$ cat src/rtl/quad_encoder_array_if.sv
// Pin and status bundle for quad_encoder_array: raw encoder pins and clears in,
// debounced levels, step/error strobes and per-channel positions out.
interface quad_encoder_array_if #(
  parameter int unsigned NUM_ENC = 4,
  parameter int unsigned CNT_W   = 8
);
  logic [NUM_ENC-1:0]       encoder_A;
  logic [NUM_ENC-1:0]       encoder_B;
  logic [NUM_ENC-1:0]       count_clr;
  logic [NUM_ENC-1:0]       step_stb;
  logic [NUM_ENC-1:0]       clockwise;
  logic [NUM_ENC-1:0]       err_stb;
  logic [2*NUM_ENC-1:0]     enc_value;
  logic [CNT_W*NUM_ENC-1:0] position;

  modport master (
    output encoder_A, encoder_B, count_clr,
    input  step_stb, clockwise, err_stb, enc_value, position
  );

  modport slave (
    input  encoder_A, encoder_B, count_clr,
    output step_stb, clockwise, err_stb, enc_value, position
  );
endinterface

$ cat src/rtl/quad_encoder_array.sv
// N-channel quadrature decoder: 2-flop sync, tick-based debounce, Gray decode, position count.
// Define ENC_SATURATE_EN to saturate position at its signed limits instead of wrapping.
module quad_encoder_array #(
  parameter int unsigned NUM_ENC           = 4,
  parameter int unsigned SAMPLE_DIV        = 16383,
  parameter int unsigned DEB_DEPTH         = 4,
  parameter int unsigned QUARTERS_PER_STEP = 4,
  parameter int unsigned CNT_W             = 8
) (
  input logic                clk,
  input logic                reset,
  quad_encoder_array_if.slave bus
);

  localparam int unsigned DivW = $clog2(SAMPLE_DIV);
  // Sub-step accumulator is 5-bit two's complement; +/-Q encoded as raw patterns.
  localparam logic [4:0] QPos = 5'(QUARTERS_PER_STEP);
  localparam logic [4:0] QNeg = 5'(32 - QUARTERS_PER_STEP);
  localparam logic [CNT_W-1:0] PosMax = {1'b0, {(CNT_W-1){1'b1}}};
  localparam logic [CNT_W-1:0] PosMin = {1'b1, {(CNT_W-1){1'b0}}};

  // Gray code {B,A} to rotational index: 00->0, 01->1, 11->2, 10->3.
  function automatic logic [1:0] gray_pos(input logic [1:0] ba);
    return {ba[1], ba[1] ^ ba[0]};
  endfunction

  function automatic logic [CNT_W-1:0] pos_inc(input logic [CNT_W-1:0] p);
`ifdef ENC_SATURATE_EN
    return (p == PosMax) ? p : p + CNT_W'(1);
`else
    return p + CNT_W'(1);
`endif
  endfunction

  function automatic logic [CNT_W-1:0] pos_dec(input logic [CNT_W-1:0] p);
`ifdef ENC_SATURATE_EN
    return (p == PosMin) ? p : p - CNT_W'(1);
`else
    return p - CNT_W'(1);
`endif
  endfunction

  // Sample tick divider
  logic [DivW-1:0] div_q;
  logic            tick;

  assign tick = (div_q == DivW'(SAMPLE_DIV - 1));

  always_ff @(posedge clk) begin
    if (!reset) begin
      div_q <= '0;
    end else if (tick) begin
      div_q <= '0;
    end else begin
      div_q <= div_q + DivW'(1);
    end
  end

  // Synchronisers
  logic [NUM_ENC-1:0] a_meta_q, a_sync_q, b_meta_q, b_sync_q;

  always_ff @(posedge clk) begin
    if (!reset) begin
      a_meta_q <= '0;
      a_sync_q <= '0;
      b_meta_q <= '0;
      b_sync_q <= '0;
    end else begin
      a_meta_q <= bus.encoder_A;
      a_sync_q <= a_meta_q;
      b_meta_q <= bus.encoder_B;
      b_sync_q <= b_meta_q;
    end
  end

  // Debounce and decode
  logic [NUM_ENC-1:0][DEB_DEPTH-1:0] a_sh_q, a_sh_d, b_sh_q, b_sh_d;
  logic [NUM_ENC-1:0][1:0]           enc_q, enc_d, cand, g_diff;
  logic [NUM_ENC-1:0]                init_q, init_d;
  logic [NUM_ENC-1:0]                a_stable, b_stable;
  logic [NUM_ENC-1:0]                ev_cw_q, ev_cw_d, ev_ccw_q, ev_ccw_d, ev_err_q, ev_err_d;

  always_comb begin
    a_sh_d   = a_sh_q;
    b_sh_d   = b_sh_q;
    enc_d    = enc_q;
    init_d   = init_q;
    cand     = enc_q;
    g_diff   = '0;
    a_stable = '0;
    b_stable = '0;
    ev_cw_d  = '0;
    ev_ccw_d = '0;
    ev_err_d = '0;
    for (int i = 0; i < NUM_ENC; i++) begin
      if (tick) begin
        a_sh_d[i] = {a_sh_q[i][DEB_DEPTH-2:0], a_sync_q[i]};
        b_sh_d[i] = {b_sh_q[i][DEB_DEPTH-2:0], b_sync_q[i]};
      end
      a_stable[i] = (&a_sh_d[i]) | ~(|a_sh_d[i]);
      b_stable[i] = (&b_sh_d[i]) | ~(|b_sh_d[i]);
      cand[i][0]  = a_stable[i] ? a_sh_d[i][0] : enc_q[i][0];
      cand[i][1]  = b_stable[i] ? b_sh_d[i][0] : enc_q[i][1];
      g_diff[i]   = gray_pos(cand[i]) - gray_pos(enc_q[i]);
      if (tick) begin
        if (!init_q[i]) begin
          // First fully stable sample only establishes the reference level.
          if (a_stable[i] && b_stable[i]) begin
            enc_d[i]  = cand[i];
            init_d[i] = 1'b1;
          end
        end else begin
          enc_d[i]    = cand[i];
          ev_cw_d[i]  = (g_diff[i] == 2'd1);
          ev_ccw_d[i] = (g_diff[i] == 2'd3);
          ev_err_d[i] = (g_diff[i] == 2'd2);
        end
      end
    end
  end

  always_ff @(posedge clk) begin
    if (!reset) begin
      a_sh_q   <= '0;
      b_sh_q   <= '0;
      enc_q    <= '0;
      init_q   <= '0;
      ev_cw_q  <= '0;
      ev_ccw_q <= '0;
      ev_err_q <= '0;
    end else begin
      a_sh_q   <= a_sh_d;
      b_sh_q   <= b_sh_d;
      enc_q    <= enc_d;
      init_q   <= init_d;
      ev_cw_q  <= ev_cw_d;
      ev_ccw_q <= ev_ccw_d;
      ev_err_q <= ev_err_d;
    end
  end

  // Step accumulation and position
  logic [NUM_ENC-1:0][4:0]       acc_q, acc_d, acc_sum;
  logic [NUM_ENC-1:0][CNT_W-1:0] pos_q, pos_d;
  logic [NUM_ENC-1:0]            step_q, step_d, err_q, err_d, cw_q, cw_d, up, dn;

  always_comb begin
    acc_d   = acc_q;
    acc_sum = acc_q;
    pos_d   = pos_q;
    step_d  = '0;
    err_d   = '0;
    cw_d    = cw_q;
    up      = '0;
    dn      = '0;
    for (int i = 0; i < NUM_ENC; i++) begin
      acc_sum[i] = acc_q[i] + (ev_cw_q[i] ? 5'd1 : (ev_ccw_q[i] ? 5'h1f : 5'd0));
      up[i]      = (acc_sum[i] == QPos);
      dn[i]      = (acc_sum[i] == QNeg);
      step_d[i]  = up[i] | dn[i];
      err_d[i]   = ev_err_q[i];
      acc_d[i]   = (up[i] | dn[i]) ? 5'd0 : acc_sum[i];
      if (up[i]) begin
        cw_d[i]  = 1'b1;
        pos_d[i] = pos_inc(pos_q[i]);
      end else if (dn[i]) begin
        cw_d[i]  = 1'b0;
        pos_d[i] = pos_dec(pos_q[i]);
      end
      // Clear overrides the count but the step is still reported.
      if (bus.count_clr[i]) begin
        acc_d[i] = '0;
        pos_d[i] = '0;
      end
    end
  end

  always_ff @(posedge clk) begin
    if (!reset) begin
      acc_q  <= '0;
      pos_q  <= '0;
      step_q <= '0;
      err_q  <= '0;
      cw_q   <= '0;
    end else begin
      acc_q  <= acc_d;
      pos_q  <= pos_d;
      step_q <= step_d;
      err_q  <= err_d;
      cw_q   <= cw_d;
    end
  end

  assign bus.step_stb  = step_q;
  assign bus.err_stb   = err_q;
  assign bus.clockwise = cw_q;
  assign bus.enc_value = enc_q;
  assign bus.position  = pos_q;

endmodule
$ cat src/flat_wrapper.sv
// flat-port wrapper written by rule: the top's interface ports become plain ports
module quad_encoder_array_flat 
#(
  parameter int unsigned NUM_ENC           = 4,
  parameter int unsigned SAMPLE_DIV        = 16383,
  parameter int unsigned DEB_DEPTH         = 4,
  parameter int unsigned QUARTERS_PER_STEP = 4,
  parameter int unsigned CNT_W             = 8
)
  (clk, reset, bus_encoder_A, bus_encoder_B, bus_count_clr, bus_step_stb, bus_clockwise, bus_err_stb, bus_enc_value, bus_position);
  quad_encoder_array_if #(.NUM_ENC(NUM_ENC), .CNT_W(CNT_W)) bus_i ();
  input logic clk;
  input logic reset;
  input wire logic [$bits(bus_i.encoder_A)-1:0] bus_encoder_A;
  input wire logic [$bits(bus_i.encoder_B)-1:0] bus_encoder_B;
  input wire logic [$bits(bus_i.count_clr)-1:0] bus_count_clr;
  output wire logic [$bits(bus_i.step_stb)-1:0] bus_step_stb;
  output wire logic [$bits(bus_i.clockwise)-1:0] bus_clockwise;
  output wire logic [$bits(bus_i.err_stb)-1:0] bus_err_stb;
  output wire logic [$bits(bus_i.enc_value)-1:0] bus_enc_value;
  output wire logic [$bits(bus_i.position)-1:0] bus_position;
  assign bus_i.encoder_A = bus_encoder_A;
  assign bus_i.encoder_B = bus_encoder_B;
  assign bus_i.count_clr = bus_count_clr;
  assign bus_step_stb = bus_i.step_stb;
  assign bus_clockwise = bus_i.clockwise;
  assign bus_err_stb = bus_i.err_stb;
  assign bus_enc_value = bus_i.enc_value;
  assign bus_position = bus_i.position;
  quad_encoder_array #(.NUM_ENC(NUM_ENC), .SAMPLE_DIV(SAMPLE_DIV), .DEB_DEPTH(DEB_DEPTH), .QUARTERS_PER_STEP(QUARTERS_PER_STEP), .CNT_W(CNT_W)) u_core (.clk(clk), .reset(reset), .bus(bus_i));
endmodule
$ cat config.mk
export PLATFORM = sky130hd
export DESIGN_NAME = quad_encoder_array_flat
export DESIGN_NICKNAME = d
export VERILOG_FILES = /design/src/rtl/quad_encoder_array_if.sv /design/src/rtl/quad_encoder_array.sv /design/src/flat_wrapper.sv
export SDC_FILE = /design/constraint.sdc
export NUM_CORES = 1
export LEC_CHECK = 0
export ABC_AREA = 0
export CAP_MARGIN = 25
export CORE_MARGIN = 2
export CORE_UTILIZATION = 30
export DETAILED_ROUTE_END_ITERATION = 16
export PLACE_DENSITY_LB_ADDON = 0.1
export SLEW_MARGIN = 40
export SYNTH_ARGS = -nofsm -noshare
export SYNTH_HDL_FRONTEND = slang
export SYNTH_SLANG_ARGS = --single-unit
$ cat constraint.sdc
create_clock -name clk -period 7.58 [get_ports clk]
set_input_delay 1.516 -clock clk [delete_from_list [all_inputs] [get_ports clk]]
set_output_delay 1.516 -clock clk [all_outputs]
set_load 0.03 [all_outputs]
==> flow_summary.yaml, run 1 <==
yosys:
  syn_avg_cell_area_um2: 8.736
  async_reset_ff_share_pct: 0
  syn-num-nets: 888
  ys_warn_count: 0
  synthCells: 832
  synthFlopType: "dfxtp_1"
  synth_seq_cells: 150
  ys_seq_area_share_pct: 41.32
  synth_cell_types: 49
  syn-cell-area_um2: 7268
  synth-edff-count: 0
sta:
  tns_ps: 0
  rsz0062_at_grt: "false"
  finalCriticalPeriod_ps: 4040
  finalClockSkew_ps: 11.72
  finalSetupViolations: 0
  period_share_pct: 53.29
  tightest_slew_ps: 736.4
  fmaxAchievable_mhz: 247.5
  relSlewSlack_pct: 50.91
  hold_viol: 0
  slew_violations: 0
power_and_ir_drop:
  swShare_pct: 21.02
  power_mw: 1.751
  switchingPower_mw: 0.3680
  clkPwrFrac_pct: 51.8
  p_int_mw: 1.383
  pwr-share-comb_pct: 2.4
  peakVddDrop_mv: 0.1227
  power_leakage_nw: 3.259
  seq_power_share_pct: 45.8
  powerDensity_nw_per_um2: 197.3
floorplan:
  fp-row-count: 56
  die-area_um2: 25490
  die_w_um: 159.7
  die_h_um: 159.7
  ios: 66
  initial_utilization_pct: 30.78
  core_um2: 23610
grt:
  antenna_found_initial: 0
  globalRouteTotalUtil_pct: 12.15
  grt_pass1_vias: 5241
  grt_max_degree: 68
  grt_first_pass_wirelength_mm: 25.69
  grt_remaining_overflow: 0
drt:
  drtIter0Drc: 183
  drc: 0
  dr_total_vias: 5516
  first_pass_iters: 4
  wl_per_cell_um: 12.04
  ant_nets: 0
  totalWireLength_mm: 14.75
  vias_per_cell: 4.503
setup_path:
  cp_top_family: "simple AND/OR/NAND/NOR gates"
  critPathRequiredTime_ps: 7920
  crit_chain: "or2_2 -> ha_1 -> ha_1 -> nor4b_1 -> a21oi_1 -> xor2_1 -> or3_1 -> nor2_1 -> nand2_1 -> ha_1 -> a21o_1 -> a21oi_1 -> o21ai_0 -> a31oi_1 -> mux2i_1 -> or3_1 -> a21oi_1"
  cp-start-kind: "flip-flop"
  worst-path-buf-inv: 0
  critPathMaxStageDelay_ps: 410
  crit_path_end_kind: "flip-flop"
  slowest_stage: "or3_1"
  cp.arrival_ps: 4380
  criticalPathCategory: "flip-flop to flip-flop"
  crit_fanout: 7
run_status:
  status: "completed"
clock_network:
  cts_setup_buffers: 0
  cts_tree: "done"
  cts_root_buffer: "clkbuf_16"
  postCtsHoldBufs: 0
  clk_latency_ps: 420
  cts_resized: 0
  ctsHtreeMaxLevel: 4
  cts_buffers: 17
  clock-sinks: 150
  clkTransAtPathRegs_ps: 60
  clock_path_buffers: 2
placement:
  place_congestion: 0.7421
  dp_hpwl_mm: 10.13
  io_buffers: 65
finish:
  fillCellCount: 2412
  final_cell_mix: "dfxtp_1 (150), nand2_1 (102), nor2_1 (83), clkdlybuf4s50_1 (64), a21boi_0 (44)"
  diodes: 0
  syn_to_final_growth_pct: 22.05
  postLayoutCoreUtil_pct: 37.57
  layout_commonest_cell: "dfxtp_1"
  final_net_count: 949
  drive_gt1_share_pct: 5.298
worst_hold_path:
  hp-class: "flip-flop to flip-flop"
flow_run:
  drv_cap: 0
-- final cells by class --
| cell class | count | area, µm² | area share (%) |
|---|---|---|---|
| Timing Repair Buffer | 69 | 675.6 | 7.616 |
| Sequential cell | 150 | 3003 | 33.85 |
| Clock buffer | 20 | 456.7 | 5.148 |
| Inverter | 24 | 90.09 | 1.016 |
| Tap cell | 319 | 399.1 | 4.499 |
| Clock inverter | 12 | 176.4 | 1.989 |
| Multi-Input combinational cell | 631 | 4070 | 45.88 |
-- per-layer routing --
metal  up-vias  global-route usage (%)  wire (µm)
li1       2987                       -          -
met1      2465                   16.78       7983
met2        51                   18.58       6245
met3        13                   2.753        340
met4         0                   4.339        183
met5         -                       0          0
-- per-stage QoR --
step                      instance area (µm²)  std cells  hold slack, ps  setup slack, ps
after floorplan                          7268        832           411.9             3893
after global placement                   8235       1193           415.2             3574
after detailed placement                 8238       1193           420.8             3564
after CTS                                8871       1225           437.0             3538
after global routing                     8871       1225           446.7             3110
final                                    8871       1225           432.3             3540
-- sequential cells by signal (all words and copies together), names as in the netlist, 8 cells and up --
name / cells
u_core.a_sh_q: 16
u_core.div_q: 14
u_core.acc_q: 20
u_core.b_sh_q: 16
u_core.bus.enc_value: 8
u_core.bus.position: 32
-- power by group through the flow --
stage	Sequential (mW)	Combinational, mW	Clock (mW)
after floorplan	0.821	0.0213	0
after global placement	0.819	0.0432	0
after detailed placement	0.819	0.0428	0
after CTS	0.801	0.0429	0.940
after global routing	0.802	0.0464	0.970
final	0.801	0.0415	0.908
-- final timing paths --
| kind | from | end | slack [ps] | cells past startpoint |
|---|---|---|---|---|
| max reg2reg | u_core.ev_ccw_q[0] | u_core.bus.position[7] | 3540 | 17 |
| min | u_core.b_meta_q[1] | u_core.b_sync_q[1] | 430 | 1 |
| min reg2reg | u_core.b_meta_q[1] | u_core.b_sync_q[1] | 430 | 1 |
| max | u_core.ev_ccw_q[0] | u_core.bus.position[7] | 3540 | 17 |
-- Yosys cell counts, types with 25 or more instances --
library cell    n  area (µm²)
a21boi_0       44       330.3
a21oi_1        35       175.2
and2_1         35       219.0
dfxtp_1       150        3003
ha_1           38       475.5
mux2i_1        25       250.2
nand2_1       102       382.9
nand3_1        25       125.1
nor2_1         84       315.3
o21ai_0        34       170.2
xnor2_1        40       350.3
-- cell families after synthesis --
group | share of synthesized area (%)
simple gates | 22.95
compound gates | 14.18
flops | 41.32
xor+xnor | 7.592
buf+inv | 2.720
fa+ha+maj | 7.643
mux | 3.598
Note: power is estimated with default switching activity, not from simulation.
==> run 2: changes to the inputs <==
==> constraint.sdc (replaced) <==
create_clock -name clk -period 3.3 [get_ports clk]
set_input_delay 0.66 -clock clk [delete_from_list [all_inputs] [get_ports clk]]
set_output_delay 0.66 -clock clk [all_outputs]
set_load 0.03 [all_outputs]
==> run 2 against run 1 <==
Compared with the run above:
- sequential share of layout area is 3.3 points lower
- sequential power is 130% higher
- cell area is 11% higher
- the flow now finishes with violations (setup timing)
- register-to-register slack worse by 3600 ps
- worst hold slack worse by 1.0 ps
- non-clock buffer count is 78 higher
- critical endpoint is now u_core.bus.position[15]
- clock power is 110% higher
==> flow_summary.yaml, run 2 (synthesis gave the netlist of run 1 again) <==
run_status:
  status: "finished, violations left"
  violations: "setup timing"
placement:
  dpl_worst_slack_ps: -132.9
  dp.cells: 1256
  dpl_cell_area_um2: 8877
  io_buffers: 65
  place_congestion: 0.7928
  dp_hpwl_mm: 10.95
finish:
  final_net_count: 1027
  final_cell_mix: "dfxtp_1 (148), nand2_1 (97), nor2_1 (82), buf_4 (77), clkdlybuf4s50_1 (64)"
  fin_cells: 1303
  syn_to_final_growth_pct: 35.26
  drive_gt1_share_pct: 18.29
  layout_commonest_cell: "dfxtp_1"
  finalInstanceArea_um2: 9831
  largest_reg_flops: 32
  diodes: 0
sta:
  hold_viol: 0
  finalSetupViolations: 3
  finalCriticalPeriod_ps: 3397
  relSlewSlack_pct: 54.37
  finalClockSkew_ps: 10.55
  period_share_pct: 102.9
  hold_ws_ps: 431.3
  slew_violations: 0
  tns_ps: -119.0
  rsz0062_at_grt: "true"
  tightest_slew_ps: 683.0
  setup_slack_ps: -96.59
  fmaxAchievable_mhz: 294.4
drt:
  dr_wl_met2_mm: 7.006
  vias_per_cell: 4.517
  ant_nets: 0
  dr_total_vias: 5886
  drc: 0
  m1WireLength_mm: 8.209
  drtIter0Drc: 161
  wl_met3_um: 444
  wl_per_cell_um: 12.15
  dr.max_layer_used: "met4"
  first_pass_iters: 4
  totalWireLength_mm: 15.83
clock_network:
  clock-sinks: 150
  ctsHtreeMaxLevel: 4
  cts_tree: "done"
  cts_root_buffer: "clkbuf_16"
  postCtsHoldBufs: 0
  clkTransAtPathRegs_ps: 70
  clk_latency_ps: 420
  cts_buffers: 17
  clock_path_buffers: 2
grt:
  grt_first_pass_wirelength_mm: 26.92
  antenna_found_initial: 0
  globalRouteTotalUtil_pct: 12.82
  grt_max_degree: 46
  grt_remaining_overflow: 0
  grt_pass1_vias: 5553
setup_path:
  crit_fanout: 7
  cp.arrival_ps: 3770
  cp-start-kind: "flip-flop"
  criticalPathCategory: "flip-flop to flip-flop"
  reg2reg_from: "u_core.ev_cw_q[1]"
  critPathRequiredTime_ps: 3670
  crit_path_end_kind: "flip-flop"
  cp-startpoint: "u_core.ev_cw_q[1]"
floorplan:
  core_um2: 23610
  fp-row-count: 56
  die_w_um: 159.7
  die_h_um: 159.7
  die-area_um2: 25490
  initial_utilization_pct: 30.78
  ios: 66
power_and_ir_drop:
  switchingPower_mw: 0.8904
  power_leakage_nw: 3.640
  powerDensity_nw_per_um2: 393.8
  swShare_pct: 23.00
  p_int_mw: 2.981
  seq_power_share_pct: 47.5
  peakVddDrop_mv: 0.2586
  clkPwrFrac_pct: 49.9
  pwr-share-comb_pct: 2.6
flow_run:
  drv_cap: 0
worst_hold_path:
  min_from: "u_core.a_meta_q[3]"
  hp-class: "flip-flop to flip-flop"
==> run 2: power by group through the flow <==
stage | Combinational, mW | Clock [mW] | Sequential (mW)
3_5_place_dp | 0.103 | 0 | 1.88
2_1_floorplan | 0.0489 | 0 | 1.89
4_1_cts | 0.103 | 2.00 | 1.84
5_1_grt | 0.113 | 2.08 | 1.84
3_3_place_gp | 0.102 | 0 | 1.88
6_report | 0.0998 | 1.93 | 1.84
==> run 2: through the flow <==
stage	utilization [%]	power, mW
6_report	41.63	3.871
5_1_grt	41.63	4.030
4_1_cts	40.55	3.946
3_5_place_dp	37.60	1.984
3_3_place_gp	37.60	1.984
2_1_floorplan	-	1.935
==> run 2: critical path: stages (launching register included) <==
cell	delay, ps
dfxtp_2	320
or2_4	250
ha_4	170
ha_4	160
or4_4	510
a21bo_1	210
nand2_2	90
nand2_4	100
ha_4	220
a21o_1	160
nand4_1	80
nand3_1	90
a31oi_1	150
mux2_2	350
or4_1	390
nand2_1	70
==> run 2: worst paths after layout <==
path | to | slack [ps] | cells after the start
hold / removal | u_core.a_sync_q[3] | 430 | 1
hold reg to reg | u_core.a_sync_q[3] | 430 | 1
setup / recovery | u_core.bus.position[15] | -100 | 15
setup reg to reg | u_core.bus.position[15] | -100 | 15
==> run 2: layout make-up <==
type	count	area, µm²
Multi-Input combinational cell	631	4453
Sequential cell	150	3005
Clock buffer	20	466.7
Tap cell	319	399.1
Timing Repair Buffer	147	1297
Fill cell	2386	13780
Inverter	24	90.09
Clock inverter	12	118.9
==> run 2: what timing repair did <==
| item | CTS | global route |
|---|---|---|
| gates resized for setup | 10 | 38 |
| pin swaps | 14 | 30 |
| endpoints found under the setup margin | 6 | 14 |
| buffers inserted | 11 | 7 |
==> run 2: routing by layer <==
layer | up-vias | track usage [%]
met5 | - | 0
met1 | 2680 | 17.18
li1 | 3139 | -
met4 | 0 | 3.843
met3 | 11 | 3.247
met2 | 56 | 20.31
==> run 3: changes to the inputs <==
--- a/config.mk
+++ b/config.mk
@@ -8,7 +8,7 @@
 export ABC_AREA = 0
 export CAP_MARGIN = 25
 export CORE_MARGIN = 2
-export CORE_UTILIZATION = 30
+export CORE_UTILIZATION = 52
 export DETAILED_ROUTE_END_ITERATION = 16
 export PLACE_DENSITY_LB_ADDON = 0.1
 export SLEW_MARGIN = 40
==> run 3 against run 2 <==
Compared with the run above:
- the flow still finishes with violations (setup timing)
- clock power rose by 7%
- non-clock buffer count fell by 21
- sequential share of layout area rose by 0.84 points
- die area fell by 41%
- critical endpoint unchanged
- largest cell class unchanged
==> flow_summary.yaml, run 3 (synthesis gave the netlist of run 1 again) <==
clock_network:
  clock-sinks: 150
  ctsHtreeMaxLevel: 4
  cts_root_buffer: "clkbuf_16"
  cts_buffers: 17
  cts_tree: "done"
  clock_path_buffers: 2
  clk_latency_ps: 430
  clkTransAtPathRegs_ps: 60
finish:
  drive_gt1_share_pct: 17.24
  final_cell_mix: "dfxtp_1 (143), nand2_1 (97), nor2_1 (83), clkdlybuf4s50_1 (64), buf_4 (56)"
  syn_to_final_growth_pct: 31.92
  finalInstanceArea_um2: 9588
  final_net_count: 1006
  diodes: 0
  largest_reg_flops: 32
  layout_commonest_cell: "dfxtp_1"
  postLayoutCoreUtil_pct: 69.61
setup_path:
  criticalPathCategory: "flip-flop to flip-flop"
  critPathRequiredTime_ps: 3670
  cp.arrival_ps: 3820
  cp-start-kind: "flip-flop"
  crit_path_end_kind: "flip-flop"
  critPathMaxStageDelay_ps: 510
  crit_fanout: 7
  slowest_stage: "or4_4"
  crit_chain: "or2_4 -> ha_4 -> ha_4 -> or4_4 -> a21bo_1 -> nand2_2 -> nand2_4 -> ha_4 -> a21o_1 -> nand4_1 -> nand3_2 -> a31oi_1 -> mux2_2 -> or4_1 -> nand2_1"
  crit_top_cell: "ha_4"
power_and_ir_drop:
  power_leakage_nw: 3.606
  powerDensity_nw_per_um2: 417.4
  power_mw: 4.002
  peakVddDrop_mv: 0.4184
floorplan:
  core_um2: 13770
  initial_utilization_pct: 52.77
  fp-row-count: 43
  die-area_um2: 14940
  die_w_um: 122.2
  ios: 66
  die_h_um: 122.2
drt:
  wl_met3_um: 426
  drtIter0Drc: 305
  dr_total_vias: 6120
  dr_wl_met2_mm: 7.935
  wl_per_cell_um: 13.83
  vias_per_cell: 5.354
  ant_nets: 0
  m1WireLength_mm: 7.201
  dr.max_layer_used: "met4"
  drc: 0
  totalWireLength_mm: 15.81
  first_pass_iters: 4
sta:
  finalSetupViolations: 4
  tightest_slew_ps: 753.5
  setup_slack_ps: -141.1
  slew_violations: 0
  finalCriticalPeriod_ps: 3441
  period_share_pct: 104.3
  relSlewSlack_pct: 49.66
  fmaxAchievable_mhz: 290.6
  hold_viol: 0
  tns_ps: -372.7
  finalClockSkew_ps: 9.368
  rsz0062_at_grt: "true"
run_status:
  status: "finished, violations left"
  violations: "setup timing"
grt:
  grt_pass1_vias: 5794
  grt_first_pass_wirelength_mm: 25.78
  grt_max_degree: 46
  antenna_found_initial: 0
  grt_remaining_overflow: 0
  globalRouteTotalUtil_pct: 21.31
placement:
  dpl_cell_area_um2: 8523
  dp_hpwl_mm: 10.26
  io_buffers: 65
  place_congestion: 0.8664
worst_hold_path:
  hp-class: "flip-flop to flip-flop"
flow_run:
  drv_cap: 0
## run 3: cell types whose count changed in the layout (fill, tap and decap cells not counted), moves of 2 or more
cell / delta
a21oi_2: -3
dfxtp_2: +5
dfxtp_1: -5
inv_6: -2
clkinv_4: +4
nand3_1: -2
nand3_2: +2
a21oi_1: +2
bufinv_16: +3
clkinvlp_4: -4
clkbuf_8: -2
buf_4: -21
## run 3: metrics by stage
step	std cells	setup WS, ps	hold WS, ps
after floorplan	832	-28.08	411.9
after global placement	1093	-98.04	413.3
after detailed placement	1093	-195.7	420.3
final	1143	-141.1	428.1
after global routing	1143	-286.2	450.6
after CTS	1137	-101.3	430.9
## run 3: where the power goes
| group | internal (mW) | total, mW | switching [mW] |
|---|---|---|---|
| Sequential | 1.83 | 1.84 | 0.0130 |
| Combinational | 0.0440 | 0.0946 | 0.0507 |
| Clock | 1.29 | 2.07 | 0.776 |
## run 3: path summary, 6_finish.rpt
path / startpoint / endpoint / slack, ps / depth (start not counted)
worst min register to register: u_core.b_meta_q[1] / u_core.b_sync_q[1] / 430 / 1
worst min-delay path: u_core.b_meta_q[1] / u_core.b_sync_q[1] / 430 / 1
worst max register to register: u_core.ev_cw_q[1] / u_core.bus.position[15] / -140 / 15
worst max-delay path: u_core.ev_cw_q[1] / u_core.bus.position[15] / -140 / 15
## run 3: worst max-delay path, delay by kind of cell (launching register included)
kind                     cells  cell delay (ps)
adder cells (fa/ha/maj)      3              560
multiplexers                 1              360
flip-flops                   1              320
AND/OR/NAND/NOR              8             1550
AO/OA/AOI/OAI                3              590
## run 3: what timing repair did
| action | 4_1_cts | 5_1_grt |
|---|---|---|
| endpoints found under the setup margin | 7 | 15 |
| setup buffers | 12 | 10 |
| pin swaps | 23 | 31 |
| resized for setup | 19 | 39 |
| hold buffers | 0 | 0 |
## run 3: final cells by class
class                      instances  area (µm²)
inverter                          24       90.09
tap                              180       225.2
fill                            1068        4185
clock buffer                      18       439.2
timing repair buffer             126        1140
multi-input combinational        631        4481
clock inverter                    14       201.4
sequential                       150        3012
## run 3: routing by layer
layer,GRT usage (%),up-vias
met5,0,-
met4,8.190,0
met3,4.647,20
met2,36.63,83
met1,26.03,2912
li1,-,3105
